$ cat src/rtl/rx_lt_extract.sv
// rx_lt_extract
//   Pulls the Length/Type field, and for VLAN-tagged frames the inner length,
//   out of the header words of a 64-bit receive stream.
//
//   Word 0 is flagged by rx_start (DA bytes 0-5, SA bytes 6-7). Word 1
//   carries the outer Length/Type in bytes 12,13. For tagged frames
//   (outer LT 16'h8100), word 2 carries the inner length in bytes 16,17.
//   Captured fields stay valid through rx_end until the next rx_start, so
//   downstream length checks see stable values at the end of the frame.
//
//   Ports
//     rxclk         in   receive clock
//     reset_n       in   synchronous active-low reset
//     rx_data       in   frame word, byte n on bits [8n+7:8n]
//     rx_data_valid in   word qualifier; without it the FSM stalls
//     rx_start      in   first word of frame
//     rx_end        in   last word of frame
//     lt_data       out  outer Length/Type
//     tagged_len    out  inner length of a VLAN-tagged frame
//     tagged_frame  out  outer LT == 16'h8100
//     pause_frame   out  pause frame detected (untagged only)
//     lt_valid      out  fields stable for the current frame
//     lt_strobe     out  one-cycle capture-complete pulse
//     hdr_short     out  one-cycle pulse, frame ended before header complete
//
//   Build option
//     RX_PAUSE_DA_CHECK_EN  pause detection also requires DA 01-80-C2-00-00-01
//                           and MAC control opcode 16'h0001; without it only
//                           the outer LT (16'h8808) is checked.
//
//   state | meaning
//   ------+---------------------------------------------
//   IDLE  | no frame in progress, words ignored
//   W1    | waiting for word 1 (outer Length/Type)
//   W2    | waiting for word 2 (inner length, tagged only)
//   HOLD  | fields valid, waiting for frame end

module rx_lt_extract (
    input  logic        rxclk,
    input  logic        reset_n,
    input  logic [63:0] rx_data,
    input  logic        rx_data_valid,
    input  logic        rx_start,
    input  logic        rx_end,
    output logic [15:0] lt_data,
    output logic [15:0] tagged_len,
    output logic        tagged_frame,
    output logic        pause_frame,
    output logic        lt_valid,
    output logic        lt_strobe,
    output logic        hdr_short
);

    typedef enum logic [1:0] {
        IDLE = 2'd0,
        W1   = 2'd1,
        W2   = 2'd2,
        HOLD = 2'd3
    } state_t;

    state_t state;

    logic [15:0] lt_word;
    logic [15:0] len_word;
    logic        is_tagged;
    logic        pause_hit;

    // Network byte order: lower-numbered byte is the most significant.
    assign lt_word   = {rx_data[39:32], rx_data[47:40]};
    assign len_word  = {rx_data[7:0],   rx_data[15:8]};
    assign is_tagged = (lt_word == 16'h8100);

`ifdef RX_PAUSE_DA_CHECK_EN
    logic        da_match;
    logic        da_hit;
    logic [15:0] opcode_word;

    // DA 01-80-C2-00-00-01 with byte 0 in the low bits of word 0.
    assign da_hit      = (rx_data[47:0] == 48'h01_00_00_C2_80_01);
    assign opcode_word = {rx_data[55:48], rx_data[63:56]};
    assign pause_hit   = (lt_word == 16'h8808) && da_match &&
                         (opcode_word == 16'h0001);

    // Only the match result of word 0 is kept, not the address itself.
    always_ff @(posedge rxclk) begin
        if (!reset_n) begin
            da_match <= 1'b0;
        end else if (rx_data_valid && rx_start) begin
            da_match <= da_hit;
        end
    end
`else
    logic unused_bytes;

    assign pause_hit    = (lt_word == 16'h8808);
    assign unused_bytes = ^{rx_data[63:48], rx_data[31:16]};
`endif

    always_ff @(posedge rxclk) begin
        if (!reset_n) begin
            state        <= IDLE;
            lt_data      <= 16'h0000;
            tagged_len   <= 16'h0000;
            tagged_frame <= 1'b0;
            pause_frame  <= 1'b0;
            lt_valid     <= 1'b0;
            lt_strobe    <= 1'b0;
            hdr_short    <= 1'b0;
        end else begin
            lt_strobe <= 1'b0;
            hdr_short <= 1'b0;

            if (rx_data_valid) begin
                if (rx_start) begin
                    // A restart drops whatever frame was in flight without
                    // reporting it; only a start+end word is a short header.
                    lt_data      <= 16'h0000;
                    tagged_len   <= 16'h0000;
                    tagged_frame <= 1'b0;
                    pause_frame  <= 1'b0;
                    lt_valid     <= 1'b0;
                    if (rx_end) begin
                        hdr_short <= 1'b1;
                        state     <= IDLE;
                    end else begin
                        state     <= W1;
                    end
                end else begin
                    case (state)
                        W1: begin
                            if (is_tagged) begin
                                if (rx_end) begin
                                    // Tag seen but inner length never arrives.
                                    hdr_short    <= 1'b1;
                                    lt_data      <= 16'h0000;
                                    tagged_frame <= 1'b0;
                                    state        <= IDLE;
                                end else begin
                                    lt_data      <= lt_word;
                                    tagged_frame <= 1'b1;
                                    state        <= W2;
                                end
                            end else begin
                                lt_data      <= lt_word;
                                tagged_frame <= 1'b0;
                                pause_frame  <= pause_hit;
                                lt_valid     <= 1'b1;
                                lt_strobe    <= 1'b1;
                                state        <= rx_end ? IDLE : HOLD;
                            end
                        end
                        W2: begin
                            // Word 2 always carries the inner length, so an
                            // rx_end here still completes the capture.
                            tagged_len <= len_word;
                            lt_valid   <= 1'b1;
                            lt_strobe  <= 1'b1;
                            state      <= rx_end ? IDLE : HOLD;
                        end
                        HOLD: begin
                            if (rx_end) begin
                                state <= IDLE;
                            end
                        end
                        default: begin
                            state <= IDLE;
                        end
                    endcase
                end
            end
        end
    end

endmodule

$ cat config.mk
export PLATFORM = sky130hd
export DESIGN_NAME = rx_lt_extract
export DESIGN_NICKNAME = d
export VERILOG_FILES = /design/src/rtl/rx_lt_extract.sv
export SDC_FILE = /design/constraint.sdc
export NUM_CORES = 1
export LEC_CHECK = 0
export ABC_AREA = 1
export CAP_MARGIN = 15
export CORE_UTILIZATION = 23
export CTS_CLUSTER_SIZE = 16
export DETAILED_ROUTE_END_ITERATION = 6
export GPL_TIMING_DRIVEN = 0
export PLACE_DENSITY_LB_ADDON = 0.3
export SLEW_MARGIN = 25
export SYNTH_ARGS = -nofsm -noshare
export SYNTH_HDL_FRONTEND = slang
export SYNTH_SLANG_ARGS = --single-unit
$ cat constraint.sdc
create_clock -name rxclk -period 3.47 [get_ports rxclk]
set_clock_uncertainty 0.1 [all_clocks]
set_input_delay 0.694 -clock rxclk [delete_from_list [all_inputs] [get_ports rxclk]]
set_output_delay 0.694 -clock rxclk [all_outputs]
set_load 0.02 [all_outputs]
==> impl_metrics.csv, run 1 <==
group,metric,value,unit
floorplan,num_rows,30,
power,p_leak,0.00100,uW
floorplan,io_pins,106,
synthesis,synth_area_per_cell,7.63,sq um
synthesis,synth_area_leaders,"dfxtp_1, nand2_1, nor2_1",
setup_path,cp_top_family,"buffers and inverters",
clocking,cts_buffers,5,
sta,rsz0062_at_grt,"false",
clocking,cts_setup_buffers,0,
setup_path,worst-path-max-fanout,2,
setup_path,cp_slowest_cell,"clkdlybuf4s50_1",
sta,setup_viol,0,
route,wirelength,4690,um
floorplan,die_area,7680,sq um
global_route,track_usage,0.125,
place,place_inst,390,
run,maxCapViolCount,0,
min_path,hold_class,"flop to flop",
layout,nets,373,
clocking,insertion_delay,0.29,ns
synthesis,yosysUniqueCellTypes,23,
floorplan,fp.dieW,87.6,um
synthesis,synthCells,221,
sta,fin_crit,2.06,ns
power,max-vdd-ir-drop,0.000159,V
global_route,antenna_found_initial,0,
route,wire_per_inst,11.8,um
place,place.gp.congestion,0.740,
clocking,htree_num_levels,2,
global_route,grt_max_degree,12,
synthesis,seq_area_frac_synth,0.463,
global_route,gr-total-overflow,0,
synthesis,synth_area,1690,sq um
route,firstDrtPassIters,4,
route,vias,1691,
route,ant_nets,0,
clocking,cts_tree,"built",
layout,flow.area_growth_from_synthesis,55.3,%
synthesis,synth_nets,293,
sta,fin_crit_sh,0.593,
setup_path,cp_data_arrival_time,1.26,ns
synthesis,ys_ff_latch,39,
setup_path,startpoint_type,"flop",
power,powerDensity,375,nW/um^2
floorplan,die_y,87.6,um
synthesis,netlist.area_leader.share,0.463,
synthesis,yosys_warnings,0,
route,drt_iter0_markers,56,
route,drc_errors,0,
sta,drv_slew,0,
sta,fin_setup_tns,0,ns
setup_path,critPathKind,"flop to primary output",
setup_path,slowest_delay,0.62,ns
outcome,status,"finished clean",
global_route,grt_pass1_wl,7440,um
clocking,cts-resized-gates,0,
layout,final_common_cell,"clkdlybuf4s50_1",
clocking,cts_root_buf,"clkbuf_8",
clocking,cts_sinks,39,
synthesis,yosys.area.top_type,"dfxtp_1",
place,port-buffer-count,73,
layout,n_antenna_cell,0,
setup_path,crit_path_end_kind,"primary output",
sta,hold_violations,0,
route,viasPerCell,4.25,
setup_path,required,2.68,ns
clocking,path_clk_slew,0.08,ns
clocking,postCtsHoldBufs,0,
sta,max_freq,486,MHz
layout,instances_no_fill,398,
clocking,cts_max_path_buffers,2,
sta,relSlewSlack,0.661,
setup_path,critical_path.cell_chain,"clkdlybuf4s50_1",
layout,layout_common_cells,"clkdlybuf4s50_1, nand2_1, dfxtp_1",
floorplan,start_util,0.243,
sta,worst_slew_pin_slew,0.508,ns
global_route,grt_pass1_vias,1623,
place,place_hpwl,3460,um
setup_path,cp_num_buf_inv,1,
layout,drive_above_1_share,0.113,
floorplan,core_area,6940,sq um
layout,fill_cells,748,
-- metrics by stage --
stage | worst slack, ns | hold slack [ns] | instance area [sq um] | util | total power, uW
floorplan | 1.91 | 0.374 | 1690 | - | 588
global placement | 1.26 | 0.339 | 2540 | 0.365 | 692
detailed placement | 1.25 | 0.346 | 2540 | 0.365 | 693
CTS | 1.40 | 0.359 | 2620 | 0.377 | 995
global route | 1.36 | 0.383 | 2620 | 0.377 | 1030
finish | 1.41 | 0.356 | 2620 | 0.377 | 982
-- cells by family after synthesis --
logic type               after synthesis  synth area share
AND/OR/NAND/NOR                      123             0.353
adder cells (fa/ha/maj)                3            0.0223
flip-flops                            39             0.463
AO/OA/AOI/OAI                         30            0.0905
buffers and inverters                 26            0.0712
-- layout make-up --
cell class | count | area, sq um | area share
multi-input combinational | 156 | 786 | 0.300
sequential | 39 | 781 | 0.298
timing repair buffer | 73 | 731 | 0.279
tap | 96 | 120 | 0.0459
clock buffer | 7 | 76.3 | 0.0291
buffer | 10 | 60.1 | 0.0229
inverter | 16 | 60.1 | 0.0229
clock inverter | 1 | 5.00 | 0.00191
-- registers in the layout, indices dropped and copies added (netlist names) --
signal        cells
lt_data          16
tagged_len       16
pause_frame       1
lt_valid          1
state             2
lt_strobe         1
hdr_short         1
tagged_frame      1
-- path summary, 6_finish.rpt --
| kind | from | to | slack, ns | cells past startpoint |
|---|---|---|---|---|
| setup / recovery | tagged_frame$_SDFFE_PN0P_ | tagged_frame | 1.41 | 1 |
| hold / removal | lt_valid$_SDFFE_PN0P_ | lt_valid$_SDFFE_PN0P_ | 0.36 | 2 |
| setup reg to reg | state[0]$_SDFFE_PN0P_ | tagged_len[5]$_SDFFE_PN0P_ | 1.84 | 9 |
| hold reg to reg | lt_valid$_SDFFE_PN0P_ | lt_valid$_SDFFE_PN0P_ | 0.36 | 2 |
-- Yosys cell counts --
master / instances
inv_1: 13
clkbuf_1: 3
dfxtp_1: 39
nor2_1: 38
buf_2: 3
nor3_1: 3
and2_4: 1
ha_1: 3
nor2_2: 1
nand3_2: 1
buf_4: 3
inv_2: 3
a211oi_1: 1
nand2_1: 39
nand2_2: 4
and3b_1: 1
nand4_1: 1
buf_6: 1
nand3_1: 23
o21ai_0: 3
nor2_4: 1
nor3_2: 10
a21oi_1: 26
-- routing by layer --
metal / routed length [um] / part of all wire / up-vias / global-route usage
met4: 38 / 0.0081 / 0 / 0.0402
li1: - / - / 875 / -
met2: 2150 / 0.46 / 56 / 0.212
met1: 2160 / 0.46 / 756 / 0.150
met5: 0 / 0 / - / 0
met3: 345 / 0.074 / 4 / 0.0405
-- where the power goes --
group	internal, uW	switching, uW	leakage (uW)
clock network	141	159	0.0000422
logic	99.1	103	0.000641
registers	469	11.1	0.000319
total	709	273	0.00100
Power figures use the tool's default switching activity.
==> inputs of run 2 (changes only) <==
==> constraint.sdc (replaced) <==
create_clock -name rxclk -period 1.74 [get_ports rxclk]
set_clock_uncertainty 0.1 [all_clocks]
set_input_delay 0.348 -clock rxclk [delete_from_list [all_inputs] [get_ports rxclk]]
set_output_delay 0.348 -clock rxclk [all_outputs]
set_load 0.02 [all_outputs]
==> impl_metrics.csv, run 2 (synthesis gave the netlist of run 1 again) <==
group,metric,value,unit
setup_path,critical_path.cell_chain,"clkdlybuf4s50_1",
route,maxUsedRoutingLayer,"met4",
layout,final_area,2650,sq um
setup_path,critPathKind,"flop to primary output",
place,place.gp.congestion,0.740,
setup_path,startpoint_type,"flop",
sta,worst_hold_slack,0.356,ns
power,powerDensity,742,nW/um^2
power,p_leak,0.00110,uW
clocking,cts_buffers,5,
floorplan,start_util,0.243,
setup_path,cp_slowest_cell,"clkdlybuf4s50_1",
layout,multiInputGateArea,786,sq um
floorplan,core_area,6940,sq um
power,intPower,1420,uW
setup_path,cp_num_buf_inv,1,
sta,worst_slew_pin_slew,0.525,ns
place,post_dp_cell_area,2540,sq um
setup_path,required,1.29,ns
floorplan,io_pins,106,
clocking,postCtsHoldBufs,0,
sta,relSlewSlack,0.650,
power,switching_power,547,uW
layout,final_common_cell,"clkdlybuf4s50_1",
power,clockPowerShare,0.306,
floorplan,num_rows,30,
clocking,cts_tree,"built",
global_route,gr-total-overflow,0,
setup_path,cp_top_family,"buffers and inverters",
route,wirelength,4660,um
global_route,grt_pass1_wl,7440,um
route,viasPerCell,4.23,
route,drc_errors,0,
sta,fin_crit_sh,0.977,
setup_path,worst-path-max-fanout,2,
floorplan,fp.dieW,87.6,um
clocking,path_clk_slew,0.07,ns
route,wl_met1,2190,um
place,place_inst,390,
sta,setup_viol,0,
layout,layout_common_cells,"clkdlybuf4s50_1, nand2_1, dfxtp_1",
clocking,insertion_delay,0.29,ns
clocking,cts_sinks,39,
route,wire_per_inst,11.7,um
run,maxCapViolCount,0,
route,drt_iter0_markers,61,
route,ant_nets,0,
clocking,cts_root_buf,"clkbuf_8",
floorplan,die_y,87.6,um
sta,max_freq,588,MHz
route,vias,1692,
power,seqPwrFrac,0.487,
global_route,grt_max_degree,12,
layout,top_regs,"lt_data (16), tagged_len (16), state (2)",
sta,fin_crit,1.70,ns
layout,finalCoreUtilization,0.381,
global_route,grt_pass1_vias,1623,
setup_path,crit_path_end_kind,"primary output",
route,firstDrtPassIters,4,
power,max-vdd-ir-drop,0.000317,V
route,dr_wl_met2,2070,um
route,met3_length,341,um
setup_path,cp_data_arrival_time,1.25,ns
power,combPwrFrac,0.207,
layout,instances_no_fill,400,
layout,n_antenna_cell,0,
clocking,htree_num_levels,2,
global_route,track_usage,0.125,
sta,hold_violations,0,
layout,nets,375,
floorplan,die_area,7680,sq um
global_route,antenna_found_initial,0,
setup_path,slowest_delay,0.62,ns
place,port-buffer-count,73,
layout,flow.area_growth_from_synthesis,57.0,%
min_path,hold_class,"flop to flop",
sta,drv_slew,0,
layout,register_area,781,sq um
place,place_hpwl,3460,um
power,p_sw_frac,0.279,
clocking,cts_max_path_buffers,2,
layout,fill_cells,743,
power,finalPower,1960,uW
layout,drive_above_1_share,0.122,
outcome,status,"finished clean",
sta,rsz0062_at_grt,"false",
[run 2: per-stage QoR]
stage / TNS (ns) / setup slack (ns)
final: 0 / 0.0394
after global routing: 0 / 0.00143
after CTS: 0 / 0.0138
after detailed placement: -3.30 / -0.130
after global placement: -2.79 / -0.124
after floorplan: 0 / 0.311
[run 2: what timing repair did]
item                       CTS  global route
setup buffers                0             2
setup endpoints to repair    0            11
gates resized for setup      0             7
[run 2: power by group through the flow]
stage,Sequential [uW],Clock (uW),Combinational (uW)
2_1_floorplan,1020,0,147
3_3_place_gp,976,0,403
3_5_place_dp,978,0,405
4_1_cts,957,620,407
5_1_grt,961,652,446
6_report,957,601,407
[run 2: path summary, 6_finish.rpt]
path / startpoint / endpoint / slack [ns] / cells after the start
worst max-delay path: pause_frame$_SDFFE_PN0P_ / pause_frame / 0.04 / 1
worst min-delay path: lt_valid$_SDFFE_PN0P_ / lt_valid$_SDFFE_PN0P_ / 0.36 / 2
worst max register to register: state[0]$_SDFFE_PN0P_ / tagged_len[5]$_SDFFE_PN0P_ / 0.14 / 9
worst min register to register: lt_valid$_SDFFE_PN0P_ / lt_valid$_SDFFE_PN0P_ / 0.36 / 2
[run 2: worst reg2reg max path, delay by kind of cell (launching register included)]
family	cells	cell delay, ns
AND/OR/NAND/NOR	4	0.41
buffers and inverters	4	0.33
adder cells (fa/ha/maj)	1	0.24
flip-flops	1	0.40
[run 2: layout make-up]
cell class,count,area share
buffer,10,0.0232
clock buffer,7,0.0288
clock inverter,1,0.00189
inverter,16,0.0227
multi-input combinational,156,0.297
sequential,39,0.295
tap,96,0.0454
timing repair buffer,75,0.286
[run 2: metal layers]
layer	GRT usage	vias up
met2	0.212	54
met5	0	-
met4	0.0402	0
li1	-	877
met3	0.0405	6
met1	0.150	755
==> inputs of run 3 (changes only) <==
--- a/config.mk
+++ b/config.mk
@@ -10,7 +10,7 @@
 export CORE_UTILIZATION = 23
 export CTS_CLUSTER_SIZE = 16
 export DETAILED_ROUTE_END_ITERATION = 6
-export GPL_TIMING_DRIVEN = 0
+export GPL_TIMING_DRIVEN = 1
 export PLACE_DENSITY_LB_ADDON = 0.3
 export SLEW_MARGIN = 25
 export SYNTH_ARGS = -nofsm -noshare
==> impl_metrics.csv, run 3 (synthesis gave the netlist of run 1 again) <==
group,metric,value,unit
setup_path,cp_slowest_cell,"clkdlybuf4s50_1",
floorplan,io_pins,106,
clocking,cts-resized-gates,0,
layout,nets,386,
floorplan,die_y,87.6,um
clocking,path_clk_slew,0.08,ns
setup_path,ff2ff_path_depth,8,
power,powerDensity,775,nW/um^2
sta,fin_crit,1.71,ns
route,drc_errors,0,
layout,fill_cells,703,
floorplan,start_util,0.243,
setup_path,cp_data_arrival_time,1.26,ns
min_path,min-delay-start,"lt_valid$_SDFFE_PN0P_",
layout,flow.area_growth_from_synthesis,66.6,%
route,drt_iter0_markers,64,
setup_path,slowest_delay,0.62,ns
sta,worst_slew_pin_slew,0.256,ns
global_route,grt_pass1_wl,7200,um
clocking,cts_tree,"built",
setup_path,reg2reg_setup_slack,0.33,ns
sta,setup_viol,0,
route,viasPerCell,4.12,
run,maxCapViolCount,0,
route,firstDrtPassIters,4,
global_route,grt_pass1_vias,1619,
place,place.gp.congestion,0.792,
route,wire_per_inst,11.0,um
sta,relSlewSlack,0.829,
outcome,status,"finished clean",
place,port-buffer-count,73,
route,vias,1695,
global_route,gr-total-overflow,0,
floorplan,num_rows,30,
setup_path,cp_num_buf_inv,1,
sta,drv_slew,0,
setup_path,cp_top_family,"buffers and inverters",
place,post_dp_cell_area,2680,sq um
setup_path,critPathKind,"flop to primary output",
layout,drive_above_1_share,0.165,
clocking,htree_num_levels,2,
clocking,postCtsHoldBufs,0,
clocking,cts_sinks,39,
floorplan,core_area,6940,sq um
clocking,cts_max_path_buffers,2,
place,place_hpwl,3480,um
sta,fin_crit_sh,0.981,
route,ant_nets,0,
clocking,cts_setup_buffers,0,
floorplan,fp.dieW,87.6,um
setup_path,worst-path-max-fanout,2,
route,wirelength,4500,um
power,p_leak,0.00123,uW
setup_path,required,1.29,ns
layout,layout_common_cells,"clkdlybuf4s50_1, nand2_1, dfxtp_1",
sta,hold_violations,0,
min_path,whs_endpoint,"lt_valid$_SDFFE_PN0P_",
min_path,hold_class,"flop to flop",
clocking,cts_buffers,5,
setup_path,crit_path_end_kind,"primary output",
sta,max_freq,586,MHz
clocking,cts_root_buf,"clkbuf_8",
min_path,min_path_cells,2,
layout,final_area,2810,sq um
global_route,grt_max_degree,14,
setup_path,startpoint_type,"flop",
global_route,track_usage,0.120,
sta,fin_setup_tns,0,ns
power,max-vdd-ir-drop,0.000312,V
setup_path,reg2reg_from,"state[1]$_SDFFE_PN0P_",
layout,n_antenna_cell,0,
layout,final_common_cell,"clkdlybuf4s50_1",
global_route,antenna_found_initial,0,
setup_path,critical_path.cell_chain,"clkdlybuf4s50_1",
setup_path,reg2reg_to,"lt_data[14]$_SDFFE_PN0P_",
floorplan,die_area,7680,sq um
sta,rsz0062_at_grt,"false",
layout,top_regs,"lt_data (16), tagged_len (16), state (2)",
clocking,insertion_delay,0.29,ns
==> run 3: power breakdown <==
part	leakage (uW)	switching [uW]	total (uW)	internal (uW)
Sequential	0.000319	21.6	956	934
Clock	0.0000612	324	788	464
Combinational	0.000847	207	433	226
Total	0.00123	552	2180	1620
==> run 3: metal layers <==
metal / share of wire / track usage / vias to the layer above
met4: 0.012 / 0.0358 / 0
met2: 0.43 / 0.204 / 54
li1: - / - / 898
met5: 0 / 0 / -
met1: 0.49 / 0.146 / 736
met3: 0.072 / 0.0386 / 7
==> run 3: layout make-up <==
class                           instances  area [sq um]  area share
Tap cell                               96           120      0.0427
Clock inverter                          2          35.0      0.0125
Clock buffer                            6          82.6      0.0294
Sequential cell                        39           781       0.278
Inverter                               16          60.1      0.0214
Multi-Input combinational cell        156           786       0.280
Timing Repair Buffer                   96           946       0.337
==> run 3: worst max path at each step <==
stage | from | endpoint | slack (ns) | cells past startpoint
after global placement | rx_data[39] | pause_frame$_SDFFE_PN0P_ | -0.06 | 9
after global routing | lt_data[8]$_SDFFE_PN0P_ | lt_data[8] | 0.002 | 1
after floorplan | state[0]$_SDFFE_PN0P_ | tagged_len[1]$_SDFFE_PN0P_ | 0.31 | 9
final | lt_data[12]$_SDFFE_PN0P_ | lt_data[12] | 0.03 | 1
after detailed placement | rx_data[40] | pause_frame$_SDFFE_PN0P_ | -0.06 | 8
after CTS | tagged_frame$_SDFFE_PN0P_ | tagged_frame | 0.02 | 1
==> run 3: stage by stage <==
| step | setup WS, ns | hold WS [ns] | power [uW] | util | std cells |
|---|---|---|---|---|---|
| after floorplan | 0.311 | 0.326 | 1170 | - | 221 |
| after global placement | -0.0571 | 0.338 | 1410 | 0.385 | 403 |
| after detailed placement | -0.0624 | 0.342 | 1410 | 0.385 | 403 |
| after CTS | 0.0217 | 0.354 | 2210 | 0.402 | 411 |
| after global routing | 0.00207 | 0.376 | 2280 | 0.405 | 411 |
| final | 0.0331 | 0.350 | 2180 | 0.405 | 411 |
==> run 3: worst reg2reg max path: stages (launching register included) <==
cell,delay [ns]
dfxtp_1,0.36
inv_1,0.07
ha_1,0.21
nand2_1,0.08
nand2_2,0.07
inv_2,0.10
buf_4,0.15
nand2_1,0.05
a21oi_1,0.14
